--- src/rtl/pic_pkg.sv ---
// Shared definitions for the PIC16-style core: phase encoding, instruction
// width and the opcode field constants used by the sequencer decode.
package pic_pkg;

  typedef enum logic [2:0] {
    ST_HALT,
    ST_Q1,
    ST_Q2,
    ST_Q3,
    ST_Q4
  } phase_t;

  localparam int OPCODE_W = 14;

  localparam logic [13:0] NOP    = 14'h0000;
  localparam logic [13:0] RETURN = 14'h0008;

  // Instruction class, inst_reg[13:12]
  localparam logic [1:0] CLS_BYTE   = 2'b00;
  localparam logic [1:0] CLS_BIT    = 2'b01;
  localparam logic [1:0] CLS_BRANCH = 2'b10;
  localparam logic [1:0] CLS_LIT    = 2'b11;

  // Sub-opcodes on inst_reg[13:10]
  localparam logic [3:0] OP_BCF   = 4'b0100;
  localparam logic [3:0] OP_BSF   = 4'b0101;
  localparam logic [3:0] OP_BTFSC = 4'b0110;
  localparam logic [3:0] OP_BTFSS = 4'b0111;
  localparam logic [3:0] OP_RETLW = 4'b1101;

  // Byte-op sub-opcodes on inst_reg[11:8]
  localparam logic [3:0] OP_DECFSZ = 4'b1011;
  localparam logic [3:0] OP_INCFSZ = 4'b1111;

endpackage

--- src/rtl/pic_stack.sv ---
// 8-entry return-address stack with a wrapping 3-bit pointer and a sticky
// overflow/underflow flag. Read data is the entry a pop would return.
module pic_stack #(
  parameter int PC_W = 8
) (
  input  logic            clk,
  input  logic            reset,
  input  logic            push,
  input  logic            pop,
  input  logic [PC_W-1:0] push_data,
  output logic [PC_W-1:0] pop_data,
  output logic            stack_err
);

  logic [PC_W-1:0] mem [8];
  logic [2:0]      sp;
  logic [3:0]      depth;

  assign pop_data = mem[sp - 3'd1];

  // depth tracks true nesting only to flag errors; the pointer always wraps
  always_ff @(posedge clk or negedge reset) begin
    if (!reset) begin
      sp        <= '0;
      depth     <= '0;
      stack_err <= 1'b0;
      for (int unsigned i = 0; i < 8; i++) mem[i] <= '0;
    end else if (push) begin
      mem[sp] <= push_data;
      sp      <= sp + 3'd1;
      if (depth == 4'd8) stack_err <= 1'b1;
      else               depth     <= depth + 4'd1;
    end else if (pop) begin
      sp <= sp - 3'd1;
      if (depth == 4'd0) stack_err <= 1'b1;
      else               depth     <= depth - 4'd1;
    end
  end

endmodule

--- src/rtl/pic_sequencer.sv ---
// Instruction-cycle sequencer: Q1..Q4 phase generation, PC/IR ownership,
// datapath strobes and branch/skip flush. Return stack under PIC_SEQ_STACK_EN.
module pic_sequencer
  import pic_pkg::*;
#(
  parameter int PC_W     = 8,
  parameter int OPCODE_W = pic_pkg::OPCODE_W
) (
  input  logic                clk,
  input  logic                reset,
  input  logic                run,
  input  logic [OPCODE_W-1:0] opcode,
  input  logic                skip,
  output logic                clk1,
  output logic                clk2,
  output logic                clk3,
  output logic                clk4,
  output logic [PC_W-1:0]     pc,
  output logic [OPCODE_W-1:0] inst_reg,
  output logic                flush,
  output logic                ram_rd,
  output logic                ram_wr,
  output logic                w_wr,
  output logic                stack_err
);

  phase_t state;

  logic [1:0] cls;
  logic [3:0] fsel;
  logic [3:0] hi4;
  logic       dbit;
  logic       is_goto;
  logic       is_call;
  logic       is_skip_op;

  always_comb begin
    cls        = inst_reg[13:12];
    fsel       = inst_reg[11:8];
    hi4        = inst_reg[13:10];
    dbit       = inst_reg[7];
    is_goto    = (cls == CLS_BRANCH) &&  inst_reg[11];
    is_call    = (cls == CLS_BRANCH) && !inst_reg[11];
    is_skip_op = (hi4 == OP_BTFSC) || (hi4 == OP_BTFSS) ||
                 ((cls == CLS_BYTE) && ((fsel == OP_DECFSZ) || (fsel == OP_INCFSZ)));
  end

  assign ram_rd = clk2 & ~flush &
                  (((cls == CLS_BYTE) && (fsel != 4'd0)) || (cls == CLS_BIT));
  assign ram_wr = clk4 & ~flush &
                  (((cls == CLS_BYTE) && dbit) || (hi4 == OP_BCF) || (hi4 == OP_BSF));
  assign w_wr   = clk4 & ~flush &
                  (((cls == CLS_BYTE) && (fsel != 4'd0) && !dbit) || (cls == CLS_LIT));

`ifdef PIC_SEQ_STACK_EN
  logic            is_ret;
  logic            push;
  logic            pop;
  logic [PC_W-1:0] ret_addr;

  assign is_ret = (inst_reg == OPCODE_W'(RETURN)) || (hi4 == OP_RETLW);
  assign push   = clk4 & ~flush & is_call;
  assign pop    = clk4 & ~flush & is_ret;

  pic_stack #(.PC_W(PC_W)) u_stack (
    .clk       (clk),
    .reset     (reset),
    .push      (push),
    .pop       (pop),
    .push_data (pc),
    .pop_data  (ret_addr),
    .stack_err (stack_err)
  );
`else
  assign stack_err = 1'b0;
`endif

  always_ff @(posedge clk or negedge reset) begin
    if (!reset) begin
      state    <= ST_HALT;
      clk1     <= 1'b0;
      clk2     <= 1'b0;
      clk3     <= 1'b0;
      clk4     <= 1'b0;
      pc       <= '0;
      inst_reg <= OPCODE_W'(NOP);
      flush    <= 1'b1;
    end else begin
      case (state)
        ST_HALT: begin
          if (run) begin
            state <= ST_Q1;
            clk1  <= 1'b1;
          end
        end
        ST_Q1: begin
          state <= ST_Q2;
          clk1  <= 1'b0;
          clk2  <= 1'b1;
        end
        ST_Q2: begin
          state <= ST_Q3;
          clk2  <= 1'b0;
          clk3  <= 1'b1;
        end
        ST_Q3: begin
          state <= ST_Q4;
          clk3  <= 1'b0;
          clk4  <= 1'b1;
        end
        ST_Q4: begin
          clk4 <= 1'b0;
          if (run) begin
            state <= ST_Q1;
            clk1  <= 1'b1;
          end else begin
            state <= ST_HALT;
          end
          // Without the stack, CALL collapses into the GOTO path and returns fall through
          if (!flush && (is_goto || is_call)) begin
            pc       <= inst_reg[PC_W-1:0];
            inst_reg <= OPCODE_W'(NOP);
            flush    <= 1'b1;
          end
`ifdef PIC_SEQ_STACK_EN
          else if (!flush && is_ret) begin
            pc       <= ret_addr;
            inst_reg <= OPCODE_W'(NOP);
            flush    <= 1'b1;
          end
`endif
          else if (!flush && is_skip_op && skip) begin
            pc       <= pc + PC_W'(1);
            inst_reg <= OPCODE_W'(NOP);
            flush    <= 1'b1;
          end else begin
            pc       <= pc + PC_W'(1);
            inst_reg <= opcode;
            flush    <= 1'b0;
          end
        end
        default: begin
          state <= ST_HALT;
          clk1  <= 1'b0;
          clk2  <= 1'b0;
          clk3  <= 1'b0;
          clk4  <= 1'b0;
        end
      endcase
    end
  end

endmodule

--- config.mk ---
export PLATFORM = sky130hd
export DESIGN_NAME = pic_sequencer
export DESIGN_NICKNAME = d
export VERILOG_FILES = /design/src/rtl/pic_pkg.sv /design/src/rtl/pic_stack.sv /design/src/rtl/pic_sequencer.sv
export SDC_FILE = /design/constraint.sdc
export NUM_CORES = 1
export LEC_CHECK = 0
export CAP_MARGIN = 20
export CORE_MARGIN = 8
export CORE_UTILIZATION = 37
export CTS_BUF_LIST = sky130_fd_sc_hd__clkbuf_16
export DETAILED_ROUTE_END_ITERATION = 16
export DONT_BUFFER_PORTS = 1
export PLACE_DENSITY = 0.63
export SLEW_MARGIN = 20
export SYNTH_ARGS = -nofsm -noshare
export SYNTH_HDL_FRONTEND = slang
export SYNTH_SLANG_ARGS = --single-unit
export TNS_END_PERCENT = 50
--- constraint.sdc ---
create_clock -name clk -period 1.3 [get_ports clk]
set_input_delay 0.13 -clock clk [delete_from_list [all_inputs] [get_ports clk]]
set_output_delay 0.13 -clock clk [all_outputs]
set_load 0.05 [all_outputs]
Word-level counts from Yosys, hierarchy flattened. Index checks and enable logic that the tools add are counted.

Logic and storage cells: 73. Register bits after elaboration: 30. Input bits: 18. Output and inout bits: 31.

Equality and inequality tests: 15. Bitwise logic cells: 7. Reduce and logical (&&, ||, !) cells: 29. Muxes and demuxes: 13. $add $sub $neg: 1.

Operators by type and width (count): 14-bit 2-to-1 mux (2); 4-bit by 3-bit == test with 1-bit output (second input constant) (4); 3-bit one-hot mux with 5 select lines (1); 1-bit logical AND (9); 3-bit OR reduction (3); 8-bit by 1-bit adder with 8-bit output (second input constant) (1); 4-bit == test (second input constant) (2); 1-bit logical OR (8); 8-bit 2-to-1 mux (1); 1-bit one-hot mux with 2 select lines (4); 3-bit by 2-bit == test with 1-bit output (second input constant) (2); 1-bit bitwise AND (5); 2-bit == test (second input constant) (2); 1-bit 2-to-1 mux (4); 4-bit nonzero test (1); 2-bit OR reduction (2); 3-bit by 1-bit == test with 1-bit output (second input constant) (1); 3-bit == test (second input constant) (1); 1-bit logical NOT (3); 3-bit logical NOT (1); 3-bit 2-to-1 mux (1); 2-bit by 1-bit == test with 1-bit output (second input constant) (1); 2-bit logical NOT (1); 2-bit by 1-bit != test with 1-bit output (second input constant) (1); other kinds (3) (4).

Longest topological paths before layout.
Depth after elaboration: 8. Gate-level depth with buffers: 6. Gate-level depth less buffers: 5.

Worst setup path before layout. OpenSTA, ideal clock, no wires.

Path kind: flip-flop to output port. From: reg inst_reg[12]. To: out ram_rd. Path buffers: 0. Setup slack: -2.128 ns. Cell stages (with the launch flop): 3. Arrival: 3.298 ns. Data required time: 1.170 ns. Cell sequence: dfrtp_1 inv_1 a2111oi_0.

Word-level cells in the longest chain between the ends: 4. Elaborated cells between the ends (all ways): 5. Classes of those cells: eq/ne (1); bitwise (1); reduce/logical (3).

RTL lines: start, declared (line pic_sequencer.sv:19) `output logic [OPCODE_W-1:0] inst_reg,`; start signal, assigned (line pic_sequencer.sv:86) `inst_reg <= OPCODE_W'(NOP);`; start signal, assigned (line pic_sequencer.sv:122) `inst_reg <= OPCODE_W'(NOP);`; start signal, assigned (line pic_sequencer.sv:134) `inst_reg <= OPCODE_W'(NOP);`; 2-bit logical NOT (line pic_sequencer.sv:49) `(((cls == CLS_BYTE) && (fsel != 4'd0)) || (cls == CLS_BIT));`; 1-bit logical AND (line pic_sequencer.sv:49); 1-bit logical OR * (line pic_sequencer.sv:49); 1-bit bitwise AND * (line pic_sequencer.sv:48) `assign ram_rd = clk2 & ~flush &`; end, declared (line pic_sequencer.sv:21) `output logic ram_rd,`.

Mark *: on every way between the ends. The rest lies on a longest branch, timed or not.

Final worst setup path.
From: reg inst_reg[11]. To: out w_wr.

Word-level cells in the longest chain between the ends: 5.

RTL lines: 4-bit nonzero test (line pic_sequencer.sv:53) `(((cls == CLS_BYTE) && (fsel != 4'd0) && !dbit) || (cls == CLS_LIT));`; 1-bit logical AND (2 in series) (line pic_sequencer.sv:53); 1-bit logical OR (line pic_sequencer.sv:53); 1-bit bitwise AND (line pic_sequencer.sv:52) `assign w_wr = clk4 & ~flush &`; end, declared (line pic_sequencer.sv:23) `output logic w_wr,`.

No other way between the ends.

==> summary.txt <==
IO Port Bufs = 0
Via Count = 1431
# diodes = 0
final antenna-violating net count = 0
final worst slack = -0.419 ns
share of cells above drive strength 1 = 45.1%
WP data required = 1.17 ns
Setup crit end kind = output pin
vias in the first global route = 1500
synth unique cells = 30
TritonCTS clock tree = yes
Data arrival, critical path = 1.59 ns
Reg-to-Reg Start = inst_reg[13]
mean post-synth cell area = 8.94 um^2
crit path to = w_wr
Layout Area Growth over Synthesis = 70.4%
grt total ovfl = 0
die height = 78.6 um
crit-path cells = buf_6, nor4_4, nor4_4, a21oi_2, nor2_4, buf_12
RSZ-0062 raised after global routing = yes
Final Routed Wirelength = 4.56 mm
die extent in x = 78.6 um
clk buf depth = 2
Worst setup startpoint = inst_reg[11]
yosys warns = 0
First-pass DRT Iterations = 4
max FFs per register = 14
Worst-path clk slew = 0.05 ns
CP Max Fanout = 2
Seq cells post-synth = 30
clock latency on the worst-skew pair = 0.27 ns
Rows = 22
final RePlAce weighted congestion = 0.756
largest net degree at the start of global routing = 31
R2R setup slack = -0.32 ns
Cells on Worst Hold Path = 2
post-DP HPWL = 3.06 mm
failing checks = setup timing
hold crit path type = in -> reg
WL/cell = 16.6 um
fin crit share = 132%
Clock Skew = 0.00345 ns
synth top area cells = dfrtp_1 (50%), nand2_1 (10%), o21ai_0 (6.9%)
vias per inst = 5.22
Slew Limit Fails = 0
share of the synthesized area in the top cell type = 50.1%
MaxCap Viol Count = 0
Core Region = 0.00372 mm^2
clk sinks = 30
cell taking the most area after synthesis = dfrtp_1
full die area = 0.00617 mm^2
syn_nets = 181
Most common cell on crit path = nor4_4
H-tree Lvls = 2
Global Route Usage Sum = 14.6%
Fin. Hold Viols = 0
DRC = 0
CP max stage cell = dfrtp_2
initial antenna violation count = 0
Worst setup SP type = flip-flop
CP Class = reg -> out
slowest stage delay, CP = 0.41 ns
DRC marker count from the first detailed-route iteration = 128
most frequent cells in the layout = nand2_1 (35), buf_4 (35), dfrtp_1 (20)
TritonCTS Buffers = 5
FMAX = 0.582 GHz
min Tclk post-route = 1.72 ns
Setup Viol. Count Final = 27
Mapped Area = 0.00145 mm^2
Hold Slack = 0.0134 ns
R2R cell count = 5
Finished Core Util = 66.4%
root buffer cell = clkbuf_16
Cells after Synth = 162
register area share after synthesis = 51.9%
global-route wire length before repair = 7.22 mm
R2R Path End = pc[4]
nets = 244
status = finished, violations left
Top Ports = 49
Starting Density = 39.0%
==> cells by family (layout without fill, tap and decap cells) <==
family / Yosys count / after routing / share of synthesized area (%)
DFF: 30 / 30 / 51.9
adders and majority gates: 1 / 1 / 0.864
muxes: 2 / 2 / 1.38
and+or+nand+nor: 67 / 67 / 21.5
buffers and inverters: 14 / 78 / 4.84
other: 1 / 1 / 0.259
AOI/OAI and AO/OA: 47 / 47 / 19.2
==> worst min path at each step <==
stage,start,to,slack [ns]
floorplan,reset,clk1,-0.17
global placement,reset,state[0],-0.16
detailed placement,reset,state[0],-0.16
CTS,run,state[0],0.004
global route,run,state[0],0.03
finish,run,state[0],0.01
==> critical path, delay by kind of cell, from the launching register on <==
kind / cells / cell delay [ns]
and+or+nand+nor: 3 / 0.46
buffers and inverters: 2 / 0.27
AOI/OAI and AO/OA: 1 / 0.16
DFF: 1 / 0.41
==> cell usage after synthesis <==
cell	count
nor4_1	2
nand2_1	40
o22ai_1	4
conb_1	1
a221o_1	1
dfrtp_1	29
ha_1	1
and3_1	3
mux2i_1	2
nand2b_1	6
buf_6	1
buf_4	1
o41ai_2	1
nor3_1	1
a21o_1	2
a2111oi_0	1
a32o_1	1
inv_1	5
dfstp_2	1
nor3b_2	1
nand3_1	6
nand2_2	1
a21oi_1	15
clkbuf_1	2
o21ai_0	20
buf_2	5
nor2_1	5
a2bb2oi_1	2
and4_1	1
or3b_4	1
==> layer usage <==
layer,global-route usage (%),wire [um],vias up
met3,5.81,314,13
met5,0,0,-
met1,16.0,1840,683
met2,23.8,2250,50
li1,-,-,685
met4,8.15,152,0
==> stage by stage <==
step / worst slack, ns / setup TNS [ns] / instances / area (um^2)
2_1_floorplan: -0.295 / -4.65 / 162 / 1510
3_3_place_gp: -0.479 / -9.70 / 244 / 1900
3_5_place_dp: -0.583 / -11.47 / 244 / 1900
4_1_cts: -0.394 / -7.02 / 270 / 2310
5_1_grt: -0.447 / -8.63 / 274 / 2470
6_report: -0.419 / -7.47 / 274 / 2470
==> final cells by class <==
| type | instances | area, um^2 |
|---|---|---|
| clock buffer | 5 | 125 |
| clock inverter | 3 | 12.5 |
| fill | 289 | 1250 |
| inverter | 5 | 23.8 |
| multi-input combinational | 118 | 826 |
| sequential | 30 | 766 |
| tap | 48 | 60.1 |
| timing repair buffer | 65 | 653 |
==> timing repair <==
action,4_1_cts,5_1_grt
gates cloned,0,1
setup buffers,3,4
gates resized for setup,33,30
hold endpoints to repair,43,0
endpoints found under the setup margin,26,26
hold buffers,15,0
pin swaps,12,11
Power is left out: the tool's default activity adds up to more than one toggle a clock period on the data nets, which glitch-free logic cannot reach.
